===== src/rtl/dram_axi4_arbiter.sv =====
// rtl/dram_axi4_arbiter.sv - two-master AXI4 transaction arbiter in front of the DRAM controller M2 port
// Define DRAM_ARB_FIXED_PRIO_EN for fixed S0-over-S1 priority; round-robin otherwise.
module dram_axi4_arbiter #(
  parameter int AXI4_ID_WIDTH = 4,
  parameter int ADDR_WIDTH    = 32,
  parameter int DATA_WIDTH    = 32
) (
  input  logic                       clk,
  input  logic                       rst,
  // S0 (CPU)
  input  logic [AXI4_ID_WIDTH-2:0]   S0_AXI4_AWID,
  input  logic [ADDR_WIDTH-1:0]      S0_AXI4_AWADDR,
  input  logic [7:0]                 S0_AXI4_AWLEN,
  input  logic [2:0]                 S0_AXI4_AWSIZE,
  input  logic [1:0]                 S0_AXI4_AWBURST,
  input  logic                       S0_AXI4_AWVALID,
  output logic                       S0_AXI4_AWREADY,
  input  logic [DATA_WIDTH-1:0]      S0_AXI4_WDATA,
  input  logic [DATA_WIDTH/8-1:0]    S0_AXI4_WSTRB,
  input  logic                       S0_AXI4_WLAST,
  input  logic                       S0_AXI4_WVALID,
  output logic                       S0_AXI4_WREADY,
  output logic [AXI4_ID_WIDTH-2:0]   S0_AXI4_BID,
  output logic [1:0]                 S0_AXI4_BRESP,
  output logic                       S0_AXI4_BVALID,
  input  logic                       S0_AXI4_BREADY,
  input  logic [AXI4_ID_WIDTH-2:0]   S0_AXI4_ARID,
  input  logic [ADDR_WIDTH-1:0]      S0_AXI4_ARADDR,
  input  logic [7:0]                 S0_AXI4_ARLEN,
  input  logic [2:0]                 S0_AXI4_ARSIZE,
  input  logic [1:0]                 S0_AXI4_ARBURST,
  input  logic                       S0_AXI4_ARVALID,
  output logic                       S0_AXI4_ARREADY,
  output logic [AXI4_ID_WIDTH-2:0]   S0_AXI4_RID,
  output logic [DATA_WIDTH-1:0]      S0_AXI4_RDATA,
  output logic [1:0]                 S0_AXI4_RRESP,
  output logic                       S0_AXI4_RLAST,
  output logic                       S0_AXI4_RVALID,
  input  logic                       S0_AXI4_RREADY,
  // S1 (DMA)
  input  logic [AXI4_ID_WIDTH-2:0]   S1_AXI4_AWID,
  input  logic [ADDR_WIDTH-1:0]      S1_AXI4_AWADDR,
  input  logic [7:0]                 S1_AXI4_AWLEN,
  input  logic [2:0]                 S1_AXI4_AWSIZE,
  input  logic [1:0]                 S1_AXI4_AWBURST,
  input  logic                       S1_AXI4_AWVALID,
  output logic                       S1_AXI4_AWREADY,
  input  logic [DATA_WIDTH-1:0]      S1_AXI4_WDATA,
  input  logic [DATA_WIDTH/8-1:0]    S1_AXI4_WSTRB,
  input  logic                       S1_AXI4_WLAST,
  input  logic                       S1_AXI4_WVALID,
  output logic                       S1_AXI4_WREADY,
  output logic [AXI4_ID_WIDTH-2:0]   S1_AXI4_BID,
  output logic [1:0]                 S1_AXI4_BRESP,
  output logic                       S1_AXI4_BVALID,
  input  logic                       S1_AXI4_BREADY,
  input  logic [AXI4_ID_WIDTH-2:0]   S1_AXI4_ARID,
  input  logic [ADDR_WIDTH-1:0]      S1_AXI4_ARADDR,
  input  logic [7:0]                 S1_AXI4_ARLEN,
  input  logic [2:0]                 S1_AXI4_ARSIZE,
  input  logic [1:0]                 S1_AXI4_ARBURST,
  input  logic                       S1_AXI4_ARVALID,
  output logic                       S1_AXI4_ARREADY,
  output logic [AXI4_ID_WIDTH-2:0]   S1_AXI4_RID,
  output logic [DATA_WIDTH-1:0]      S1_AXI4_RDATA,
  output logic [1:0]                 S1_AXI4_RRESP,
  output logic                       S1_AXI4_RLAST,
  output logic                       S1_AXI4_RVALID,
  input  logic                       S1_AXI4_RREADY,
  // M2 (downstream controller port)
  output logic [AXI4_ID_WIDTH-1:0]   M2_AXI4_AWID,
  output logic [ADDR_WIDTH-1:0]      M2_AXI4_AWADDR,
  output logic [7:0]                 M2_AXI4_AWLEN,
  output logic [2:0]                 M2_AXI4_AWSIZE,
  output logic [1:0]                 M2_AXI4_AWBURST,
  output logic                       M2_AXI4_AWVALID,
  input  logic                       M2_AXI4_AWREADY,
  output logic [DATA_WIDTH-1:0]      M2_AXI4_WDATA,
  output logic [DATA_WIDTH/8-1:0]    M2_AXI4_WSTRB,
  output logic                       M2_AXI4_WLAST,
  output logic                       M2_AXI4_WVALID,
  input  logic                       M2_AXI4_WREADY,
  input  logic [AXI4_ID_WIDTH-1:0]   M2_AXI4_BID,
  input  logic [1:0]                 M2_AXI4_BRESP,
  input  logic                       M2_AXI4_BVALID,
  output logic                       M2_AXI4_BREADY,
  output logic [AXI4_ID_WIDTH-1:0]   M2_AXI4_ARID,
  output logic [ADDR_WIDTH-1:0]      M2_AXI4_ARADDR,
  output logic [7:0]                 M2_AXI4_ARLEN,
  output logic [2:0]                 M2_AXI4_ARSIZE,
  output logic [1:0]                 M2_AXI4_ARBURST,
  output logic                       M2_AXI4_ARVALID,
  input  logic                       M2_AXI4_ARREADY,
  input  logic [AXI4_ID_WIDTH-1:0]   M2_AXI4_RID,
  input  logic [DATA_WIDTH-1:0]      M2_AXI4_RDATA,
  input  logic [1:0]                 M2_AXI4_RRESP,
  input  logic                       M2_AXI4_RLAST,
  input  logic                       M2_AXI4_RVALID,
  output logic                       M2_AXI4_RREADY
);

  localparam int UIDW = AXI4_ID_WIDTH - 1;

  typedef enum logic [2:0] {IDLE, WADDR, WDATA, WRESP, RADDR, RDATA} state_e;

  state_e                  state_q, state_d;
  logic                    gnt_q, gnt_d;
  // One address-payload register set serves both AW and AR: only one is ever in flight.
  logic [UIDW-1:0]         id_q, id_d;
  logic [ADDR_WIDTH-1:0]   addr_q, addr_d;
  logic [7:0]              len_q, len_d;
  logic [2:0]              size_q, size_d;
  logic [1:0]              burst_q, burst_d;

  logic                    req0, req1, pick, pick_aw, done;
  logic                    sel_wvalid, sel_wlast, sel_bready, sel_rready;
  logic                    st_waddr, st_wdata, st_wresp, st_raddr, st_rdata;

  // Per-master copies of the response payload so a non-granted master keeps its last values.
  logic [1:0][UIDW-1:0]       bid_q, rid_q;
  logic [1:0][1:0]            bresp_q, rresp_q;
  logic [1:0][DATA_WIDTH-1:0] rdata_q;
  logic [1:0]                 rlast_q;

  // Routing uses the latched grant only; the downstream ID MSB is deliberately ignored.
  logic unused_id_msb;
  assign unused_id_msb = M2_AXI4_BID[AXI4_ID_WIDTH-1] ^ M2_AXI4_RID[AXI4_ID_WIDTH-1];

  assign req0 = S0_AXI4_AWVALID | S0_AXI4_ARVALID;
  assign req1 = S1_AXI4_AWVALID | S1_AXI4_ARVALID;

  assign st_waddr = (state_q == WADDR);
  assign st_wdata = (state_q == WDATA);
  assign st_wresp = (state_q == WRESP);
  assign st_raddr = (state_q == RADDR);
  assign st_rdata = (state_q == RDATA);

  assign sel_wvalid = gnt_q ? S1_AXI4_WVALID : S0_AXI4_WVALID;
  assign sel_wlast  = gnt_q ? S1_AXI4_WLAST  : S0_AXI4_WLAST;
  assign sel_bready = gnt_q ? S1_AXI4_BREADY : S0_AXI4_BREADY;
  assign sel_rready = gnt_q ? S1_AXI4_RREADY : S0_AXI4_RREADY;

  // Transaction completes on the B handshake or the RLAST handshake.
  assign done = (st_wresp & M2_AXI4_BVALID & sel_bready) |
                (st_rdata & M2_AXI4_RVALID & sel_rready & M2_AXI4_RLAST);

`ifndef DRAM_ARB_FIXED_PRIO_EN
  logic last_q;

  // Last-grant pointer: reset to 1 so S0 wins the first contested arbitration.
  always_ff @(posedge clk or posedge rst) begin
    if (rst) begin
      last_q <= 1'b1;
    end else if (done) begin
      last_q <= gnt_q;
    end
  end
`endif

  // FSM state, grant and latched address payload.
  always_ff @(posedge clk or posedge rst) begin
    if (rst) begin
      state_q <= IDLE;
      gnt_q   <= 1'b0;
      id_q    <= '0;
      addr_q  <= '0;
      len_q   <= '0;
      size_q  <= '0;
      burst_q <= '0;
    end else begin
      state_q <= state_d;
      gnt_q   <= gnt_d;
      id_q    <= id_d;
      addr_q  <= addr_d;
      len_q   <= len_d;
      size_q  <= size_d;
      burst_q <= burst_d;
    end
  end

  // Arbitration in IDLE and phase sequencing of the granted transaction.
  always_comb begin
    state_d = state_q;
    gnt_d   = gnt_q;
    id_d    = id_q;
    addr_d  = addr_q;
    len_d   = len_q;
    size_d  = size_q;
    burst_d = burst_q;
    pick    = 1'b0;
    pick_aw = 1'b0;
    case (state_q)
      IDLE: begin
        if (req0 | req1) begin
`ifdef DRAM_ARB_FIXED_PRIO_EN
          pick = ~req0;
`else
          pick = (req0 & req1) ? ~last_q : ~req0;
`endif
          pick_aw = pick ? S1_AXI4_AWVALID : S0_AXI4_AWVALID;
          gnt_d   = pick;
          if (pick_aw) begin
            state_d = WADDR;
            id_d    = pick ? S1_AXI4_AWID    : S0_AXI4_AWID;
            addr_d  = pick ? S1_AXI4_AWADDR  : S0_AXI4_AWADDR;
            len_d   = pick ? S1_AXI4_AWLEN   : S0_AXI4_AWLEN;
            size_d  = pick ? S1_AXI4_AWSIZE  : S0_AXI4_AWSIZE;
            burst_d = pick ? S1_AXI4_AWBURST : S0_AXI4_AWBURST;
          end else begin
            state_d = RADDR;
            id_d    = pick ? S1_AXI4_ARID    : S0_AXI4_ARID;
            addr_d  = pick ? S1_AXI4_ARADDR  : S0_AXI4_ARADDR;
            len_d   = pick ? S1_AXI4_ARLEN   : S0_AXI4_ARLEN;
            size_d  = pick ? S1_AXI4_ARSIZE  : S0_AXI4_ARSIZE;
            burst_d = pick ? S1_AXI4_ARBURST : S0_AXI4_ARBURST;
          end
        end
      end
      WADDR:   if (M2_AXI4_AWREADY) state_d = WDATA;
      WDATA:   if (sel_wvalid & M2_AXI4_WREADY & sel_wlast) state_d = WRESP;
      WRESP:   if (done) state_d = IDLE;
      RADDR:   if (M2_AXI4_ARREADY) state_d = RDATA;
      RDATA:   if (done) state_d = IDLE;
      default: state_d = IDLE;
    endcase
  end

  // Capture whatever response payload the granted master is currently seeing.
  always_ff @(posedge clk or posedge rst) begin
    if (rst) begin
      bid_q   <= '0;
      bresp_q <= '0;
      rid_q   <= '0;
      rresp_q <= '0;
      rdata_q <= '0;
      rlast_q <= '0;
    end else begin
      if (st_wresp) begin
        bid_q[gnt_q]   <= M2_AXI4_BID[UIDW-1:0];
        bresp_q[gnt_q] <= M2_AXI4_BRESP;
      end
      if (st_rdata) begin
        rid_q[gnt_q]   <= M2_AXI4_RID[UIDW-1:0];
        rresp_q[gnt_q] <= M2_AXI4_RRESP;
        rdata_q[gnt_q] <= M2_AXI4_RDATA;
        rlast_q[gnt_q] <= M2_AXI4_RLAST;
      end
    end
  end

  // Downstream address channels come from the latched payload, tagged with the master index.
  assign M2_AXI4_AWID    = {gnt_q, id_q};
  assign M2_AXI4_AWADDR  = addr_q;
  assign M2_AXI4_AWLEN   = len_q;
  assign M2_AXI4_AWSIZE  = size_q;
  assign M2_AXI4_AWBURST = burst_q;
  assign M2_AXI4_AWVALID = st_waddr;
  assign M2_AXI4_ARID    = {gnt_q, id_q};
  assign M2_AXI4_ARADDR  = addr_q;
  assign M2_AXI4_ARLEN   = len_q;
  assign M2_AXI4_ARSIZE  = size_q;
  assign M2_AXI4_ARBURST = burst_q;
  assign M2_AXI4_ARVALID = st_raddr;

  // W, B and R are zero-latency pass-throughs gated to the granted master.
  assign M2_AXI4_WDATA  = gnt_q ? S1_AXI4_WDATA : S0_AXI4_WDATA;
  assign M2_AXI4_WSTRB  = gnt_q ? S1_AXI4_WSTRB : S0_AXI4_WSTRB;
  assign M2_AXI4_WLAST  = sel_wlast;
  assign M2_AXI4_WVALID = st_wdata & sel_wvalid;
  assign M2_AXI4_BREADY = st_wresp & sel_bready;
  assign M2_AXI4_RREADY = st_rdata & sel_rready;

  assign S0_AXI4_AWREADY = st_waddr & ~gnt_q & M2_AXI4_AWREADY;
  assign S1_AXI4_AWREADY = st_waddr &  gnt_q & M2_AXI4_AWREADY;
  assign S0_AXI4_WREADY  = st_wdata & ~gnt_q & M2_AXI4_WREADY;
  assign S1_AXI4_WREADY  = st_wdata &  gnt_q & M2_AXI4_WREADY;
  assign S0_AXI4_BVALID  = st_wresp & ~gnt_q & M2_AXI4_BVALID;
  assign S1_AXI4_BVALID  = st_wresp &  gnt_q & M2_AXI4_BVALID;
  assign S0_AXI4_ARREADY = st_raddr & ~gnt_q & M2_AXI4_ARREADY;
  assign S1_AXI4_ARREADY = st_raddr &  gnt_q & M2_AXI4_ARREADY;
  assign S0_AXI4_RVALID  = st_rdata & ~gnt_q & M2_AXI4_RVALID;
  assign S1_AXI4_RVALID  = st_rdata &  gnt_q & M2_AXI4_RVALID;

  assign S0_AXI4_BID   = (st_wresp & ~gnt_q) ? M2_AXI4_BID[UIDW-1:0] : bid_q[0];
  assign S1_AXI4_BID   = (st_wresp &  gnt_q) ? M2_AXI4_BID[UIDW-1:0] : bid_q[1];
  assign S0_AXI4_BRESP = (st_wresp & ~gnt_q) ? M2_AXI4_BRESP : bresp_q[0];
  assign S1_AXI4_BRESP = (st_wresp &  gnt_q) ? M2_AXI4_BRESP : bresp_q[1];
  assign S0_AXI4_RID   = (st_rdata & ~gnt_q) ? M2_AXI4_RID[UIDW-1:0] : rid_q[0];
  assign S1_AXI4_RID   = (st_rdata &  gnt_q) ? M2_AXI4_RID[UIDW-1:0] : rid_q[1];
  assign S0_AXI4_RRESP = (st_rdata & ~gnt_q) ? M2_AXI4_RRESP : rresp_q[0];
  assign S1_AXI4_RRESP = (st_rdata &  gnt_q) ? M2_AXI4_RRESP : rresp_q[1];
  assign S0_AXI4_RDATA = (st_rdata & ~gnt_q) ? M2_AXI4_RDATA : rdata_q[0];
  assign S1_AXI4_RDATA = (st_rdata &  gnt_q) ? M2_AXI4_RDATA : rdata_q[1];
  assign S0_AXI4_RLAST = (st_rdata & ~gnt_q) ? M2_AXI4_RLAST : rlast_q[0];
  assign S1_AXI4_RLAST = (st_rdata &  gnt_q) ? M2_AXI4_RLAST : rlast_q[1];

endmodule


===== config.mk =====
export PLATFORM = sky130hd
export DESIGN_NAME = dram_axi4_arbiter
export DESIGN_NICKNAME = d
export VERILOG_FILES = /design/src/rtl/dram_axi4_arbiter.sv
export SDC_FILE = /design/constraint.sdc
export NUM_CORES = 1
export LEC_CHECK = 0
export BUFFER_PORTS_ARGS = -buffer_cell sky130_fd_sc_hd__buf_2
export CAP_MARGIN = 0
export CORE_AREA = 3 3 218 220
export CTS_CLUSTER_SIZE = 14
export DETAILED_ROUTE_END_ITERATION = 8
export DIE_AREA = 0 0 221 223
export PLACE_DENSITY = 0.44
export SETUP_SLACK_MARGIN = 0.15
export SLEW_MARGIN = 30
export SYNTH_ARGS = -nofsm -noshare
export SYNTH_HDL_FRONTEND = slang
export SYNTH_SLANG_ARGS = --single-unit

===== constraint.sdc =====
create_clock -name clk -period 3.71 [get_ports clk]
set_input_delay 0.1855 -clock clk [delete_from_list [all_inputs] [get_ports clk]]
set_output_delay 0.1855 -clock clk [all_outputs]
set_load 0.01 [all_outputs]

Yosys cells after proc, flatten, opt, wreduce, memory -nomap -nowiden
Index checks and enable logic that the tools add are counted.

Word-level logic and storage cells: 130. Register bits after elaboration: 139.

Reductions and logical operators: 5. Order comparisons: 2. Multiplexer cells: 56. Bitwise logic cells: 38. Equal/unequal tests: 10.

Operators by type and width (number): 2-to-1 mux 32 bit (7); bitwise mux 64 bit (1); 2-to-1 mux 3 bit (17); demux 32 bit (select 1 bit) (1); bitwise AND 1 bit (31); 2-to-1 mux 8 bit (3); 2-to-1 mux 2 bit (8); one-hot mux 3 bit (5 select lines) (1); bitwise mux 6 bit (2); 2-to-1 mux 1 bit (9); bitwise mux 4 bit (2); equality test 3 x 2 -> 1 bit, second input constant (2); equality test 3 bit, second input constant (2); inequality test 2 bit, second input constant (3); AND reduction 5 bit (1); 2-to-1 mux 4 bit (1); inequality test 2 x 1 -> 1 bit, second input constant (2); bitwise OR 1 bit (4); demux 3 bit (select 1 bit) (1); equality test 3 x 1 -> 1 bit, second input constant (1); zero test 3 bit (1); inverter 1 bit (3); bitwise mux 2 bit (1); demux 2 bit (select 1 bit) (1); 6 further kinds (6).

Logic depth before layout (Yosys ltp)
Depth in word-level cells: 7. Gate-level depth with buffers: 8. Mapped depth without buffers: 4.

Least setup slack after synthesis
No wires, ideal clock.

Path type: register to output. Start point: register gnt_q. End point: output M2_AXI4_WVALID. Required time: 3.524 ns. Path buffers: 3. Setup slack: 1.841 ns. Data arrival time: 1.684 ns. Cell stages (with the launch flop): 6. Cells stage by stage: dfrtp_1 > buf_2 > buf_1 > clkbuf_1 > a21oi_1 > nor4b_1.

Word-level cells in the longest chain between the ends: 2.

Ends and longest elaborated chain: start, declared (RTL line 107) `logic gnt_q, gnt_d;`; start signal, assigned (RTL line 172) `gnt_q <= gnt_d;`; 2-to-1 mux 1 bit (RTL line 138) `assign sel_wvalid = gnt_q ? S1_AXI4_WVALID : S0_AXI4_WVALID;`; bitwise AND 1 bit (RTL line 269) `assign M2_AXI4_WVALID = st_wdata & sel_wvalid;`; end, declared (RTL line 81) `output logic M2_AXI4_WVALID,`.

No other way between the ends.

Final worst setup path
Start point: register state_q[2]. End point: output S0_AXI4_RDATA[27].

Word-level cells in the longest chain between the ends: 3.

Ends and longest elaborated chain: start, declared (RTL line 106) `state_e state_q, state_d;`; start signal, assigned (RTL line 171) `state_q <= state_d;`; equality test 3 bit (RTL line 136) `assign st_rdata = (state_q == RDATA);`; bitwise AND 1 bit (RTL line 292) `assign S0_AXI4_RDATA = (st_rdata & ~gnt_q) ? M2_AXI4_RDATA : rdata_q[0];`; 2-to-1 mux 32 bit (RTL line 292); end, declared (RTL line 35) `output logic [DATA_WIDTH-1:0] S0_AXI4_RDATA,`.

No other way between the ends.

==> results_tabular.tex <==
\begin{tabular}{lr}
\hline
Metric & Value \\
\hline
\multicolumn{2}{l}{\textbf{Setup path}} \\
\quad Type of element launching the critical path & flop \\
\quad Crit path kind & reg2out \\
\quad Critical path arrival & 2860 ps \\
\quad Maximum single-stage delay on the critical path & 800 ps \\
\quad R2r worst-path depth & 5 \\
\quad Standard cell with the maximum stage delay on the critical path & dfrtp\_1 \\
\quad Peak fanout along the critical path & 38 \\
\quad WP buf/inv & 2 \\
\quad Worst reg2reg path endpoint & id\_q[0] \\
\quad Endpoint kind of the worst setup timing path & output pin \\
\quad Beginning of the worst register-to-register path & last\_q \\
\quad Top cell family by delay on the critical path & flip-flops \\
\quad Required time reported for the critical path endpoint & 3520 ps \\
\quad Worst-path cell chain & nand3b\_1, nor2\_4, buf\_4, mux2\_2, buf\_2 \\
\quad Register-to-register setup slack & 1090 ps \\
\multicolumn{2}{l}{\textbf{Logic synthesis}} \\
\quad Count of warnings emitted by yosys & 0 \\
\quad Share of synthesized flip-flops with an asynchronous set or reset & 1.00 \\
\quad Cell count after synthesis & 728 \\
\quad Total of flip-flops plus latches after synthesis & 139 \\
\quad Most repeated cell in the gate-level netlist after synthesis & dfrtp\_1 \\
\quad Library cell occupying the most area in the post-synthesis netlist & dfrtp\_1 \\
\quad Portion of synthesized cell area occupied by the leading cell type & 0.430 \\
\quad Synthesized area divided by synthesized cell count & 11.0 sq um \\
\quad Count of different cell masters after synthesis & 44 \\
\quad Dominant cells by area after synthesis & dfrtp\_1 43\%, mux2\_2 17\%, mux2i\_1 8.1\%, a211oi\_1 6.4\%, buf\_4 5.2\% \\
\quad Synthesized netlist net count & 1056 \\
\quad Seq/Total Area, Yosys & 0.433 \\
\quad Post-synthesis instance area & 0.00803 sq mm \\
\quad Number of enable-type register cells in the synthesized netlist & 0 \\
\quad Most used standard cells in the synthesized netlist & 138 x dfrtp\_1, 124 x mux2\_2, 68 x a211oi\_1 \\
\quad Synth Flop Type & dfrtp\_1 \\
\multicolumn{2}{l}{\textbf{Timing}} \\
\quad Post-route clock skew & 8.58 ps \\
\quad Final Hold Violating Endpoints & 0 \\
\quad RSZ-0062 raised after global routing & false \\
\quad Count of final setup violators & 0 \\
\quad Sum Neg Setup Slack & 0 ps \\
\quad Slew at the pin closest to its max-slew limit & 815 ps \\
\quad Max-slew violation count & 0 \\
\quad Minimum period implied by the final worst setup slack & 3040 ps \\
\quad Final critical-path share of the clock period & 0.820 \\
\quad Highest achievable clock rate & 0.329 GHz \\
\quad Worst slew margin & 0.457 \\
\multicolumn{2}{l}{\textbf{Die}} \\
\quad Initial cell density of the core & 0.177 \\
\quad Core Box Area & 0.0455 sq mm \\
\quad Die Y-Extent & 223 um \\
\quad Width of the chip & 221 um \\
\quad Row count & 78 \\
\quad Total I/O pin count & 564 \\
\quad Total Die Area & 0.0493 sq mm \\
\multicolumn{2}{l}{\textbf{Routing}} \\
\quad Via/cell ratio & 4.13 \\
\quad Total wire length & 35800 um \\
\quad Violation count after the first detailed-routing iteration & 354 \\
\quad Detailed-router iteration count before antenna repair & 4 \\
\quad DRC & 0 \\
\quad Total via count after detailed routing & 7794 \\
\quad Antenna Violating Nets Remaining & 0 \\
\quad Per-cell routed wire length & 19.0 um \\
\multicolumn{2}{l}{\textbf{Global routing}} \\
\quad Number of global-route vias before repair & 8240 \\
\quad GR Overflow Total & 0 \\
\quad Global-route wire length before repair & 52500 um \\
\quad Global-route usage over all layers & 0.142 \\
\quad Antenna violations before repair & 8 \\
\quad Largest net degree at the start of global routing & 140 \\
\multicolumn{2}{l}{\textbf{CTS}} \\
\quad Cells resized by post-CTS repair & 0 \\
\quad CTS sink cnt & 139 \\
\quad Root cell of the clock tree & clkbuf\_16 \\
\quad Number of clock buffers inserted by TritonCTS & 17 \\
\quad TritonCTS clock tree & yes \\
\quad Longest Clk Path Bufs & 2 \\
\quad Worst-Skew Late Latency & 460 ps \\
\quad Max H-tree Level & 4 \\
\quad Clock transition at the registers of the reported paths & 70 ps \\
\multicolumn{2}{l}{\textbf{Finish}} \\
\quad Count of nets after finishing & 1597 \\
\quad Share of layout cells above drive strength 1 & 0.588 \\
\quad Final standard cell utilization of the core & 0.269 \\
\quad Post-route standard cell area excluding fillers & 0.0122 sq mm \\
\quad Synthesis-to-layout area growth & 52.5\% \\
\quad Fill cell total of the finished layout & 4887 \\
\multicolumn{2}{l}{\textbf{Power}} \\
\quad Peak supply drop & 0.300 mV \\
\quad Leakage Power & 6.05 nW \\
\quad Pwr per Cell Area & 757 mW/mm\^{}2 \\
\multicolumn{2}{l}{\textbf{Placed design}} \\
\quad Final weighted congestion in routability-driven placement & 0.868 \\
\quad Count of input and output buffers & 561 \\
\quad Final HPWL from detailed placement & 27700 um \\
\quad Total cell area at the placement stage & 0.0111 sq mm \\
\multicolumn{2}{l}{\textbf{Job}} \\
\quad Number of max-cap violations & 0 \\
\multicolumn{2}{l}{\textbf{Run status}} \\
\quad Run status & finished, final reports clean \\
\multicolumn{2}{l}{\textbf{Min path}} \\
\quad Hold Path Cell Cnt & 3 \\
\quad Worst min-delay path class & in2reg \\
\quad Startpoint of the tightest hold check path & S1\_AXI4\_ARLEN[7] \\
\quad Endpoint of the worst hold path & M2\_AXI4\_ARLEN[7] \\
\hline
\end{tabular}
-- worst reg2reg max path, cell delays in order (launching register included) --
cell	delay (ps)
dfstp_2	600
o32a_2	680
buf_12	300
mux2i_1	240
dlygate4sd3_1	580
o211ai_2	70
-- cells in the final DEF, fill, tap and decap left out, types with 6 or more instances in the layout --
cell type        n
clkbuf_16       17
buf_4           13
mux2i_1         65
o211ai_1         6
a21oi_1         38
nand2_1         20
nor3_1           6
a211oi_1        68
nor4bb_1        28
o211ai_2         9
dfrtp_1        137
inv_1           38
dlygate4sd3_1   56
mux2_2         124
nor2_1          44
buf_2          561
-- kinds of logic (layout without fill, tap and decap cells) --
family                 after synthesis  in the layout  synth area share
multiplexers                       189            189             0.255
buffers and inverters              149            703             0.103
flip-flops                         139            139             0.433
AO/OA/AOI/OAI                      129            129             0.116
AND/OR/NAND/NOR                    122            122            0.0921
other                                0              4                 0
-- worst max-delay path by stage --
stage | cells after the start | slack, ps | start | end
after global placement | 5 | 1130 | state_q[2] | S0_AXI4_RDATA[27]
final | 5 | 670 | state_q[2] | S0_AXI4_RDATA[27]
after global routing | 5 | 470 | state_q[2] | S0_AXI4_RDATA[6]
after detailed placement | 5 | 1100 | state_q[2] | S0_AXI4_RDATA[27]
after CTS | 5 | 560 | state_q[2] | S0_AXI4_RDATA[27]
after floorplan | 1 | 1790 | rst | M2_AXI4_ARADDR[0]
-- sequential cells by signal (all words and copies together), names as in the netlist --
register / flops
bresp_q: 4
rid_q: 6
M2_AXI4_ARLEN: 8
M2_AXI4_ARADDR: 32
M2_AXI4_ARBURST: 2
gnt_q: 1
rlast_q: 2
id_q: 3
rdata_q: 64
M2_AXI4_ARSIZE: 3
bid_q: 6
last_q: 1
state_q: 3
rresp_q: 4
-- area by class of cell --
class                   instances  area (sq um)  share of cell area
repair buffers                632          3510               0.286
multi-input cells             440          3740               0.306
inverters                      39           150              0.0123
clock buffers                  19           433              0.0354
diodes                          4          10.0            0.000818
clock inverters                13           166              0.0136
flip-flops and latches        139          3480               0.284
well taps                     600           751              0.0613
-- repair_timing --
item                                   in CTS  in global routing
buffers inserted                            0                  0
endpoints found under the hold margin     179                  0
hold buffers                               56                  0
-- report_power, final --
part	leakage [nW]	switching, mW	internal (mW)	total (mW)
Clock	0.284	0.728	1.06	1.79
Combinational	4.14	2.56	2.13	4.69
Sequential	1.62	0.506	2.29	2.79
-- per-layer routing --
layer,vias up,GRT usage,wire length (um),share of wire
met1,3732,0.158,14000,0.39
li1,3656,-,-,-
met4,2,0.0621,1140,0.032
met3,59,0.0424,2330,0.065
met5,-,0,13,0.00036
met2,345,0.250,18400,0.51
-- through the flow --
stage,hold slack [ps],worst slack [ps],std cells,total power [mW]
after floorplan,394,1790,728,5.75
after global placement,449,1130,1794,7.51
after detailed placement,450,1100,1794,7.56
after CTS,5.04,556,1882,9.49
after global routing,27.2,475,1886,9.92
final,59.0,669,1886,9.27
Power figures use the tool's default switching activity.
